## src/rtl/pc8001m_loader_pkg.sv

```systemverilog
// Shared definitions for the ioctl ROM loader.
//
// Contents:
//   loader_state_e     - loader FSM states
//   FILE_INDEX_BIND88  - ioctl_index of the bundled BIND88 ROM image
//   rsel_w()           - width of the region-select field for a region count
package pc8001m_loader_pkg;

    typedef enum logic [2:0] {
        IDLE  = 3'd0,
        LOAD  = 3'd1,
        FLUSH = 3'd2,
        HOLD  = 3'd3,
        DONE  = 3'd4
    } loader_state_e;

    localparam logic [7:0] FILE_INDEX_BIND88 = 8'h01;

    // A single region would need a zero-width select field, so it is
    // clamped to one bit. Region counts are powers of two, so $clog2 is exact.
    function automatic int rsel_w(input int num_regions);
        if (num_regions <= 1) begin
            return 1;
        end
        return $clog2(num_regions);
    endfunction

endpackage

```

## src/rtl/loader_wbuf.sv

```systemverilog
// One-entry write buffer between the ioctl byte strobe and the memory write port.
//
// Handshake: o_valid/i_ready form a valid/ready pair. A word transfers on
// every cycle where o_valid && i_ready. Once o_valid is high, o_valid and
// o_data stay constant until that transfer cycle. A new word is loaded
// when i_valid is high and the slot is empty or draining in the same cycle.
// This gives one write per cycle at full throughput.
//
// Ports:
//   i_clk, i_reset - clock, synchronous active-high reset
//   i_valid        - new word offered (caller must not offer while o_wait)
//   i_data         - word to store
//   o_wait         - slot is occupied and will not drain this cycle
//   o_valid        - slot holds a word (write valid toward memory)
//   o_data         - stored word
//   i_ready        - memory accepts the stored word this cycle
module loader_wbuf #(
    parameter int W = 8
) (
    input  logic         i_clk,
    input  logic         i_reset,
    input  logic         i_valid,
    input  logic [W-1:0] i_data,
    output logic         o_wait,
    output logic         o_valid,
    output logic [W-1:0] o_data,
    input  logic         i_ready
);

    logic         r_valid;
    logic [W-1:0] r_data;
    logic         w_drain;
    logic         w_load;

    assign w_drain = r_valid && i_ready;
    // The slot is free when it is empty or being emptied this same cycle.
    assign w_load  = i_valid && (!r_valid || i_ready);

    always_ff @(posedge i_clk) begin
        if (i_reset) begin
            r_valid <= 1'b0;
            r_data  <= '0;
        end else begin
            if (w_load) begin
                r_valid <= 1'b1;
                r_data  <= i_data;
            end else if (w_drain) begin
                r_valid <= 1'b0;
            end
        end
    end

    // A full slot that drains this cycle does not stall the producer.
    assign o_wait  = r_valid && !i_ready;
    assign o_valid = r_valid;
    assign o_data  = r_data;

endmodule

```

## src/rtl/ioctl_rom_loader.sv

```systemverilog
// Multi-region ROM image loader between the hps_io ioctl download port and
// the machine's ROM/RAM stores.
//
// The bundled file is split into NUM_REGIONS equal slots of 2^REGION_AW
// bytes. Each byte goes through a one-entry write buffer to memory. The CPU
// is held in reset during a download and for HOLD_CYCLES afterwards. It is
// also held for HOLD_CYCLES after reset, so built-in ROMs boot with no
// download.
//
// Ports:
//   clk_sys, reset       - clock, synchronous active-high reset
//   ioctl_download/index - download active and file index from hps_io
//   ioctl_wr/addr/dout   - byte strobe, file offset and data from hps_io
//   ioctl_wait           - back-pressure to hps_io
//   mem_wr/mem_ready     - write valid/ready toward memory
//   mem_region/addr/data - target slot, byte address in slot, write data
//   cpu_hold             - CPU reset request
//   region_loaded        - per-slot "last byte written" flags
//   load_done            - one-cycle pulse when cpu_hold releases
//   load_error           - sticky: size/range/protocol error in last download
//   byte_count, checksum - bytes accepted and their 16-bit modular sum
//   dbg_state            - current FSM state
module ioctl_rom_loader
    import pc8001m_loader_pkg::*;
#(
    parameter int         NUM_REGIONS = 4,
    parameter int         REGION_AW   = 15,
    parameter logic [7:0] FILE_INDEX  = FILE_INDEX_BIND88,
    parameter int         HOLD_CYCLES = 256,
    localparam int        RSEL_W      = rsel_w(NUM_REGIONS)
) (
    input  logic                   clk_sys,
    input  logic                   reset,
    input  logic                   ioctl_download,
    input  logic [7:0]             ioctl_index,
    input  logic                   ioctl_wr,
    input  logic [24:0]            ioctl_addr,
    input  logic [7:0]             ioctl_dout,
    output logic                   ioctl_wait,
    output logic                   mem_wr,
    input  logic                   mem_ready,
    output logic [RSEL_W-1:0]      mem_region,
    output logic [REGION_AW-1:0]   mem_addr,
    output logic [7:0]             mem_data,
    output logic                   cpu_hold,
    output logic [NUM_REGIONS-1:0] region_loaded,
    output logic                   load_done,
    output logic                   load_error,
    output logic [24:0]            byte_count,
    output logic [15:0]            checksum,
    output loader_state_e          dbg_state
);

    localparam int              HC_W      = $clog2(HOLD_CYCLES + 1);
    localparam int              BUF_W     = RSEL_W + REGION_AW + 8;
    localparam int              SPAN_AW   = REGION_AW + RSEL_W;
    localparam logic [24:0]     MIN_BYTES = 25'(1) << REGION_AW;
    localparam logic [HC_W-1:0] HOLD_INIT = HC_W'(HOLD_CYCLES);

    loader_state_e        r_state;
    loader_state_e        w_state_nxt;

    logic                 r_acc_prev;
    logic [HC_W-1:0]      r_hold_cnt;
    logic [24:0]          r_byte_count;
    logic [15:0]          r_checksum;
    logic [NUM_REGIONS-1:0] r_region_loaded;
    logic                 r_load_error;
    logic                 r_load_done;

    logic                 w_accepted;
    logic                 w_acc_rise;
    logic                 w_acc_fall;
    logic                 w_loading;
    logic                 w_take;
    logic                 w_violation;
    logic                 w_oor;
    logic                 w_push;
    logic                 w_buf_wait;
    logic                 w_buf_valid;
    logic [BUF_W-1:0]     w_buf_in;
    logic [BUF_W-1:0]     w_buf_out;
    logic                 w_mem_fire;

    // FSM outputs
    logic                 w_start;
    logic                 w_flush_done;
    logic                 w_hold_dec;
    logic                 w_finish;
    logic                 w_cpu_hold;

    assign w_accepted = ioctl_download && (ioctl_index == FILE_INDEX);
    assign w_acc_rise = w_accepted && !r_acc_prev;
    assign w_acc_fall = !w_accepted && r_acc_prev;

    // Strobes are not qualified by ioctl_download, so a final byte
    // that arrives in the same cycle the download drops is still taken.
    assign w_loading   = (r_state == LOAD);
    assign w_take      = w_loading && ioctl_wr && !w_buf_wait;
    assign w_violation = w_loading && ioctl_wr && w_buf_wait;
    assign w_oor       = (ioctl_addr >> SPAN_AW) != 25'd0;
    assign w_push      = w_take && !w_oor;

    assign w_buf_in = {ioctl_addr[REGION_AW +: RSEL_W], ioctl_addr[REGION_AW-1:0], ioctl_dout};

    loader_wbuf #(
        .W(BUF_W)
    ) u_wbuf (
        .i_clk   (clk_sys),
        .i_reset (reset),
        .i_valid (w_push),
        .i_data  (w_buf_in),
        .o_wait  (w_buf_wait),
        .o_valid (w_buf_valid),
        .o_data  (w_buf_out),
        .i_ready (mem_ready)
    );

    assign {mem_region, mem_addr, mem_data} = w_buf_out;
    assign mem_wr     = w_buf_valid;
    assign ioctl_wait = w_buf_wait;
    assign w_mem_fire = w_buf_valid && mem_ready;

    // ------------------------------------------------------------------
    // FSM: state register
    // ------------------------------------------------------------------
    always_ff @(posedge clk_sys) begin
        if (reset) begin
            r_state <= HOLD;
        end else begin
            r_state <= w_state_nxt;
        end
    end

    // ------------------------------------------------------------------
    // FSM: next state and control outputs
    // ------------------------------------------------------------------
    always_comb begin
        w_state_nxt  = r_state;
        w_start      = 1'b0;
        w_flush_done = 1'b0;
        w_hold_dec   = 1'b0;
        w_finish     = 1'b0;
        w_cpu_hold   = 1'b1;

        case (r_state)
            IDLE, DONE: begin
                w_cpu_hold = 1'b0;
                if (w_acc_rise) begin
                    w_state_nxt = LOAD;
                    w_start     = 1'b1;
                end
            end

            LOAD: begin
                if (w_acc_fall) begin
                    w_state_nxt = FLUSH;
                end
            end

            FLUSH: begin
                if (!w_buf_valid) begin
                    w_state_nxt  = HOLD;
                    w_flush_done = 1'b1;
                end
            end

            HOLD: begin
                // A download that starts while the CPU is still held
                // restarts the load instead of being missed.
                if (w_acc_rise) begin
                    w_state_nxt = LOAD;
                    w_start     = 1'b1;
                end else if (r_hold_cnt <= HC_W'(1)) begin
                    w_state_nxt = DONE;
                    w_finish    = 1'b1;
                end else begin
                    w_hold_dec = 1'b1;
                end
            end

            default: begin
                w_state_nxt = HOLD;
            end
        endcase
    end

    // ------------------------------------------------------------------
    // Status and hold counter
    // ------------------------------------------------------------------
    always_ff @(posedge clk_sys) begin
        if (reset) begin
            // The previous-accepted flag is forced high, so a download that
            // is already running when reset is released is not re-detected
            // as a new start.
            r_acc_prev      <= 1'b1;
            r_hold_cnt      <= HOLD_INIT;
            r_byte_count    <= '0;
            r_checksum      <= '0;
            r_region_loaded <= '0;
            r_load_error    <= 1'b0;
            r_load_done     <= 1'b0;
        end else begin
            r_acc_prev  <= w_accepted;
            r_load_done <= w_finish;

            if (w_flush_done) begin
                r_hold_cnt <= HOLD_INIT;
            end else if (w_hold_dec) begin
                r_hold_cnt <= r_hold_cnt - HC_W'(1);
            end

            if (w_start) begin
                r_byte_count    <= '0;
                r_checksum      <= '0;
                r_region_loaded <= '0;
                r_load_error    <= 1'b0;
            end else begin
                // Out-of-range bytes still count and add to the sum.
                // They are only kept away from memory.
                if (w_take) begin
                    if (r_byte_count != '1) begin
                        r_byte_count <= r_byte_count + 25'd1;
                    end
                    r_checksum <= r_checksum + 16'(ioctl_dout);
                end

                if ((w_take && w_oor) || w_violation) begin
                    r_load_error <= 1'b1;
                end

                if (w_flush_done && (r_byte_count < MIN_BYTES)) begin
                    r_load_error <= 1'b1;
                end

                if (w_mem_fire && (&mem_addr)) begin
                    r_region_loaded[mem_region] <= 1'b1;
                end
            end
        end
    end

    assign cpu_hold      = w_cpu_hold;
    assign load_done     = r_load_done;
    assign load_error    = r_load_error;
    assign byte_count    = r_byte_count;
    assign checksum      = r_checksum;
    assign region_loaded = r_region_loaded;
    assign dbg_state     = r_state;

endmodule

```

## config.mk

```make
export PLATFORM = sky130hd
export DESIGN_NAME = ioctl_rom_loader
export DESIGN_NICKNAME = d
export VERILOG_FILES = /design/src/rtl/pc8001m_loader_pkg.sv /design/src/rtl/loader_wbuf.sv /design/src/rtl/ioctl_rom_loader.sv
export SDC_FILE = /design/constraint.sdc
export NUM_CORES = 1
export LEC_CHECK = 0
export CAP_MARGIN = 25
export CORE_MARGIN = 5
export CORE_UTILIZATION = 45
export CTS_BUF_LIST = sky130_fd_sc_hd__clkbuf_2 sky130_fd_sc_hd__clkbuf_4 sky130_fd_sc_hd__clkbuf_8
export CTS_CLUSTER_DIAMETER = 50
export DETAILED_ROUTE_END_ITERATION = 7
export PLACE_DENSITY = 0.75
export SLEW_MARGIN = 20
export SYNTH_ARGS = -nofsm -noshare
export SYNTH_HDL_FRONTEND = slang
export SYNTH_SLANG_ARGS = --single-unit
```

## constraint.sdc

```tcl
create_clock -name clk_sys -period 4.2 [get_ports clk_sys]
set_input_delay 0.84 -clock clk_sys [delete_from_list [all_inputs] [get_ports clk_sys]]
set_output_delay 0.84 -clock clk_sys [all_outputs]
set_load 0.03 [all_outputs]
```

==> reports/metrics.cfg, run 1 <==
[final_layout]
n_antenna_cell = 0
layout.nets = 637
finish.utilization = 0.632
fillerInstances = 777
final_std_cell_area_no_fill_um2 = 5510
seqCellArea_um2 = 1720
layout.cells.most_common = sky130_fd_sc_hd__clkdlybuf4s50_1
multi_input_comb_area_um2 = 2160
fraction_of_layout_cells_with_a_size_suffix_above_1 = 0.0531
final_cell_mix = 123 x sky130_fd_sc_hd__clkdlybuf4s50_1, 86 x sky130_fd_sc_hd__dfxtp_1, 82 x sky130_fd_sc_hd__nor2_1, 32 x sky130_fd_sc_hd__nand2_1, 28 x sky130_fd_sc_hd__a21oi_1
area_delta_synth_final_pct = 37.1

[setup_path]
cpMostUsedCell = sky130_fd_sc_hd__clkdlybuf4s50_1
worst_path_largest_cell_delay_ps = 680
worstRegToRegCells = 9
critPathCapture = ioctl_wait
worst-setup-path-type = input port to primary output
ff2ff_setup_slack_ps = 1950
worst-endpoint-arrival_ps = 2400
critical_path.reg2reg.endpoint = checksum[14]$_SDFFE_PP0P_
worst-path-max-fanout = 8
timing.critical_path.cells = clkdlybuf4s50_1, nand2b_1, inv_1, clkdlybuf4s50_1
worstSetupStartpointType = input port
worstSetupStartpoint = mem_ready
required_ps = 3360
cp-end-kind = primary output
critical_path.reg2reg.startpoint = checksum[0]$_SDFFE_PP0P_
crit_slowest_cell = sky130_fd_sc_hd__clkdlybuf4s50_1

[power]
worst_supply_voltage_drop_on_vdd_v = 0.000163
switching_share = 0.314
sequentialPowerShare = 0.487
power.leakage_uw = 0.00216
p_clk_frac = 0.273
p_comb_frac = 0.240
internal_power_uw = 1300
switchingPower_uw = 597
power_per_cell_area_nw_per_um2 = 345

[cts]
clock-sinks = 86
cts_max_level = 3
clkTransAtPathRegs_ps = 90
tritoncts.num_buffers = 9
clk_path_buf_depth = 2
cts_tree = done
postCtsSetupBuffers = 0
cts-hold-fix-buffers = 0
postCtsResizedCells = 0
clock_insertion_delay_worst_skew_ps = 350
clock_tree_root = sky130_fd_sc_hd__clkbuf_8

[sta]
transition_time_at_the_pin_with_the_least_slew_margin_ps = 763
grt_setup_unrepaired = no
max-slew-margin-rel = 0.491
skew_ps = 13.1
hold_viol_final = 0
setup_violations = 0
post-route-period-util = 0.772
tns_ps = 0
timing.hold.ws_ps = 475
final.min_clock_period_ps = 3240
clock.fmax_mhz = 308
report.final.slew_viol_count = 0

[place]
gp_routability_congestion = 0.784
hpwl_reported_at_the_end_of_detailed_placement_um = 7700
placed_cell_area_um2 = 5340
portBuffers = 123

[synthesis]
synth_enable_flop_cells = 0
synth.ff_latch_count = 86
yosys_most_used_dff = sky130_fd_sc_hd__dfxtp_1
netlist-cell-type-count = 55
asyncSetResetFlopFracSynth = 0
synth_fp_nets = 516
ys.warnings.count = 0
post_synth_instance_area_um2 = 4020
gate_count_post_synth = 458
syn_avg_cell_area_um2 = 8.78
synth.yosys.seq_area_share = 0.428

[die]
floorplan.core_area_um2 = 8720
placementRows = 34
die_x_um = 105
ioPinCount = 124
dieHeight_um = 105
start_util = 0.461
fp.dieArea_um2 = 10900

[global_routing]
maximum_number_of_pins_on_one_net_before_global_route_repair = 35
via_count_of_the_first_global_routing_pass = 3598
grt.total_usage = 0.188
grt_overflow_total = 0
antenna_found_initial = 0
global_route_wire_length_before_repair_um = 17400

[detailed_routing]
number_of_remaining_drc_errors = 0
routed_wire_length_per_instance_um = 14.6
antenna_violating_nets_post_route = 0
drt-initial-drc-count = 149
highest-signal-layer = met4
detailroute.via_count = 3644
met1Wirelength_um = 4530
wl_um = 10100
dr_wl_met2_um = 4790
vias_per_cell = 5.27
detail_route.first_pass.iterations = 4
dr_wl_met3_um = 664

[worst_hold_path]
min_path_type = flip-flop to flip-flop

[run]
reported_max_cap_violation_count = 0

[outcome]
outcome = complete, no violations

-- sequential cells by signal, summed over array words and instances (netlist names) --
register / flops
r_hold_cnt: 9
region_loaded: 4
byte_count: 25
load_error: 1
checksum: 16
dbg_state: 3
load_done: 1
r_acc_prev: 1
u_wbuf.o_valid: 1
u_wbuf.o_data: 25
-- cell usage after synthesis, drive strengths merged (5+ instances only) --
master / number / area [um^2]
nand2: 32 / 120
clkbuf: 9 / 33.8
xnor2: 13 / 114
and4: 7 / 63.8
nor3: 8 / 40.0
nor4: 10 / 62.6
nor2: 82 / 308
dfxtp: 86 / 1720
nand4: 13 / 81.3
mux2i: 26 / 260
or3: 5 / 31.3
o21ai: 8 / 40.0
nand3: 18 / 90.1
nor2b: 6 / 37.5
xor2: 23 / 201
buf: 10 / 57.6
a21oi: 28 / 140
ha: 11 / 138
inv: 12 / 45.0
-- critical path, delay by kind of cell --
kind	cells	cell delay, ps
AND/OR/NAND/NOR	1	300
buffers and inverters	3	1260
-- cells by family (layout without fill, tap and decap cells) --
| group | Yosys count | count (layout) | share of synthesized area |
|---|---|---|---|
| simple gates | 207 | 207 | 0.259 |
| flops | 86 | 86 | 0.428 |
| compound gates | 60 | 60 | 0.0965 |
| xor+xnor | 36 | 36 | 0.0784 |
| buf+inv | 31 | 157 | 0.0339 |
| mux | 26 | 26 | 0.0647 |
| fa+ha+maj | 12 | 12 | 0.0392 |
-- power groups by stage --
stage                     Clock, uW  Sequential [uW]  Combinational [uW]
after floorplan                   0              969                 286
after global placement            0              941                 444
after detailed placement          0              943                 458
after CTS                       541              925                 459
after global routing            571              936                 516
final                           519              925                 456
-- cell type report --
| class | count | share of cell area |
|---|---|---|
| Multi-Input combinational cell | 341 | 0.392 |
| Sequential cell | 86 | 0.312 |
| Clock buffer | 9 | 0.0225 |
| Clock inverter | 7 | 0.00885 |
| Tap cell | 108 | 0.0245 |
| Inverter | 12 | 0.00817 |
| Timing Repair Buffer | 129 | 0.232 |
-- per-stage QoR --
stage,instances,setup WS (ps),power [uW]
after floorplan,458,1680,1250
after global placement,676,994,1380
after detailed placement,676,947,1400
after CTS,692,947,1920
after global routing,692,872,2020
final,692,956,1900
-- worst min-delay path by stage --
stage	startpoint	end	slack, ps	cells past startpoint
floorplan	r_hold_cnt[8]$_SDFFE_PP1P_	r_hold_cnt[8]$_SDFFE_PP1P_	460	2
global placement	region_loaded[1]$_SDFFE_PP0P_	region_loaded[1]$_SDFFE_PP0P_	450	2
detailed placement	checksum[5]$_SDFFE_PP0P_	checksum[5]$_SDFFE_PP0P_	470	2
CTS	checksum[5]$_SDFFE_PP0P_	checksum[5]$_SDFFE_PP0P_	480	2
global route	checksum[5]$_SDFFE_PP0P_	checksum[5]$_SDFFE_PP0P_	510	2
finish	checksum[5]$_SDFFE_PP0P_	checksum[5]$_SDFFE_PP0P_	480	2
-- routing by layer --
metal	track usage	up-vias
met2	0.308	100
met3	0.0565	7
met5	0	-
li1	-	1847
met4	0.0518	0
met1	0.239	1690
Power figures use the tool's default switching activity.
==> run 2: changes to the inputs <==
- CORE_UTILIZATION: 45 -> 44
- PLACE_DENSITY: 0.75 -> 0.77
- clock period: 4.2 -> 2.8 ns (I/O delays scaled with it)
==> reports/metrics.cfg, run 2 (synthesis results as in run 1) <==
[sta]
report.final.slew_viol_count = 0  ; unchanged
grt_setup_unrepaired = no
final.min_clock_period_ps = 2490
skew_ps = 11.6  ; -1.54 ps
clock.fmax_mhz = 401
post-route-period-util = 0.890
transition_time_at_the_pin_with_the_least_slew_margin_ps = 612  ; -151 ps
hold_viol_final = 0  ; unchanged
setup_violations = 0  ; unchanged
tns_ps = 0  ; unchanged
max-slew-margin-rel = 0.588  ; +0.0968

[final_layout]
layout.nets = 643  ; +0.94%
final_cell_mix = 123 x sky130_fd_sc_hd__clkdlybuf4s50_1, 86 x sky130_fd_sc_hd__dfxtp_1, 82 x sky130_fd_sc_hd__nor2_1, 32 x sky130_fd_sc_hd__nand2_1, 28 x sky130_fd_sc_hd__a21oi_1
finish.utilization = 0.637  ; +0.00512
area_delta_synth_final_pct = 39.6
fraction_of_layout_cells_with_a_size_suffix_above_1 = 0.0627  ; +0.00963
fillerInstances = 742  ; -4.5%
layout.cells.most_common = sky130_fd_sc_hd__clkdlybuf4s50_1
n_antenna_cell = 0  ; unchanged

[power]
switchingPower_uw = 897  ; +50%
power.leakage_uw = 0.00222  ; +2.5%
worst_supply_voltage_drop_on_vdd_v = 0.000253  ; +56%
internal_power_uw = 2090  ; +60%
switching_share = 0.301  ; -0.0135
p_clk_frac = 0.300  ; +0.027
sequentialPowerShare = 0.465  ; -0.022
power_per_cell_area_nw_per_um2 = 532  ; +54%
p_comb_frac = 0.235  ; -0.005

[cts]
postCtsSetupBuffers = 0  ; unchanged
cts-hold-fix-buffers = 0  ; unchanged
clock_tree_root = sky130_fd_sc_hd__clkbuf_8
clkTransAtPathRegs_ps = 80  ; about the same
clock_insertion_delay_worst_skew_ps = 360  ; about the same
cts_max_level = 3  ; unchanged
clock-sinks = 86  ; unchanged
clk_path_buf_depth = 2  ; unchanged
tritoncts.num_buffers = 9  ; unchanged
cts_tree = done
postCtsResizedCells = 0  ; unchanged

[detailed_routing]
wl_um = 10600  ; +5.0%
detail_route.first_pass.iterations = 4  ; unchanged
drt-initial-drc-count = 100  ; -33%
vias_per_cell = 5.37  ; +2.0%
number_of_remaining_drc_errors = 0  ; unchanged
routed_wire_length_per_instance_um = 15.2  ; +4.1%
antenna_violating_nets_post_route = 0  ; unchanged
detailroute.via_count = 3749  ; +2.9%

[global_routing]
global_route_wire_length_before_repair_um = 18100  ; +3.8%
grt_overflow_total = 0  ; unchanged
antenna_found_initial = 0  ; unchanged
via_count_of_the_first_global_routing_pass = 3851  ; +7.0%
maximum_number_of_pins_on_one_net_before_global_route_repair = 28  ; -20%
grt.total_usage = 0.194  ; +0.00654

[setup_path]
worst-path-max-fanout = 5  ; -3
worstSetupStartpointType = input port
cp-end-kind = flip-flop
worst-setup-path-type = input port to flip-flop
worst-endpoint-arrival_ps = 2780  ; +380 ps
required_ps = 3080  ; -280 ps

[place]
gp_routability_congestion = 0.846  ; +7.9%
hpwl_reported_at_the_end_of_detailed_placement_um = 8060  ; +4.6%
portBuffers = 123  ; unchanged

[die]
die_x_um = 106  ; +1.0%
fp.dieArea_um2 = 11100  ; +2.1%
placementRows = 34  ; unchanged
floorplan.core_area_um2 = 8810  ; +0.98%
ioPinCount = 124  ; unchanged
dieHeight_um = 106  ; +1.0%
start_util = 0.457  ; -0.00445

[run]
reported_max_cap_violation_count = 0  ; unchanged

[outcome]
outcome = complete, no violations

[worst_hold_path]
min_path_type = flip-flop to flip-flop

[run 2: changes by cell type in the layout (fill, tap and decap cells not counted), sizes merged]
cell	before	now
clkinv	4	2
bufinv	0	1
clkbuf	9	11
inv	14	13
buf	6	12
[run 2: final timing paths]
| check | slack, ps | from | endpoint | depth (start not counted) |
|---|---|---|---|---|
| min | 480 | checksum[5]$_SDFFE_PP0P_ | checksum[5]$_SDFFE_PP0P_ | 2 |
| max reg2reg | 640 | checksum[0]$_SDFFE_PP0P_ | checksum[14]$_SDFFE_PP0P_ | 9 |
| min reg2reg | 480 | checksum[5]$_SDFFE_PP0P_ | checksum[5]$_SDFFE_PP0P_ | 2 |
| max | 310 | ioctl_dout[0] | checksum[14]$_SDFFE_PP0P_ | 10 |
[run 2: routing by layer]
metal / wire length, um / track usage
met1: 4790 / 0.233
met2: 4980 / 0.333
met3: 657 / 0.0520
met4: 182 / 0.0712
met5: 0 / 0
[run 2: layout make-up]
cell class              instances  area (um^2)  area share
inverters                      12         45.0     0.00803
clock inverters                 5         56.3      0.0100
repair buffers                135         1350       0.240
multi-input cells             341         2160       0.385
flip-flops and latches         86         1720       0.307
well taps                     108          135      0.0241
clock buffers                  11          145      0.0259
[run 2: metrics by stage]
stage                     area (um^2)  total power (uW)  hold WS [ps]  worst slack [ps]  std cells
final                            5610              2980           480               307        698
after global routing             5610              3150           508               120        698
after CTS                        5610              3010           485               329        698
after detailed placement         5410              2120           467             -54.2        682
after global placement           5410              2090           455             -5.35        682
after floorplan                  4020              1880           457               536        458
[run 2: power groups by stage]
| stage | clock, uW | combinational, uW | sequential, uW |
|---|---|---|---|
| floorplan | 0 | 429 | 1450 |
| global placement | 0 | 678 | 1410 |
| detailed placement | 0 | 701 | 1420 |
| CTS | 915 | 706 | 1390 |
| global route | 970 | 781 | 1400 |
| finish | 894 | 701 | 1390 |
[run 2: critical path: stages]
cell and delay [ps]:
sky130_fd_sc_hd__clkdlybuf4s50_1 480, sky130_fd_sc_hd__ha_1 170, sky130_fd_sc_hd__inv_1 50, sky130_fd_sc_hd__fa_1 370, sky130_fd_sc_hd__nor2b_1 160, sky130_fd_sc_hd__o2111ai_1 160, sky130_fd_sc_hd__a21oi_1 210, sky130_fd_sc_hd__nor2_1 110
sky130_fd_sc_hd__or3_1 350, sky130_fd_sc_hd__a21oi_1 150
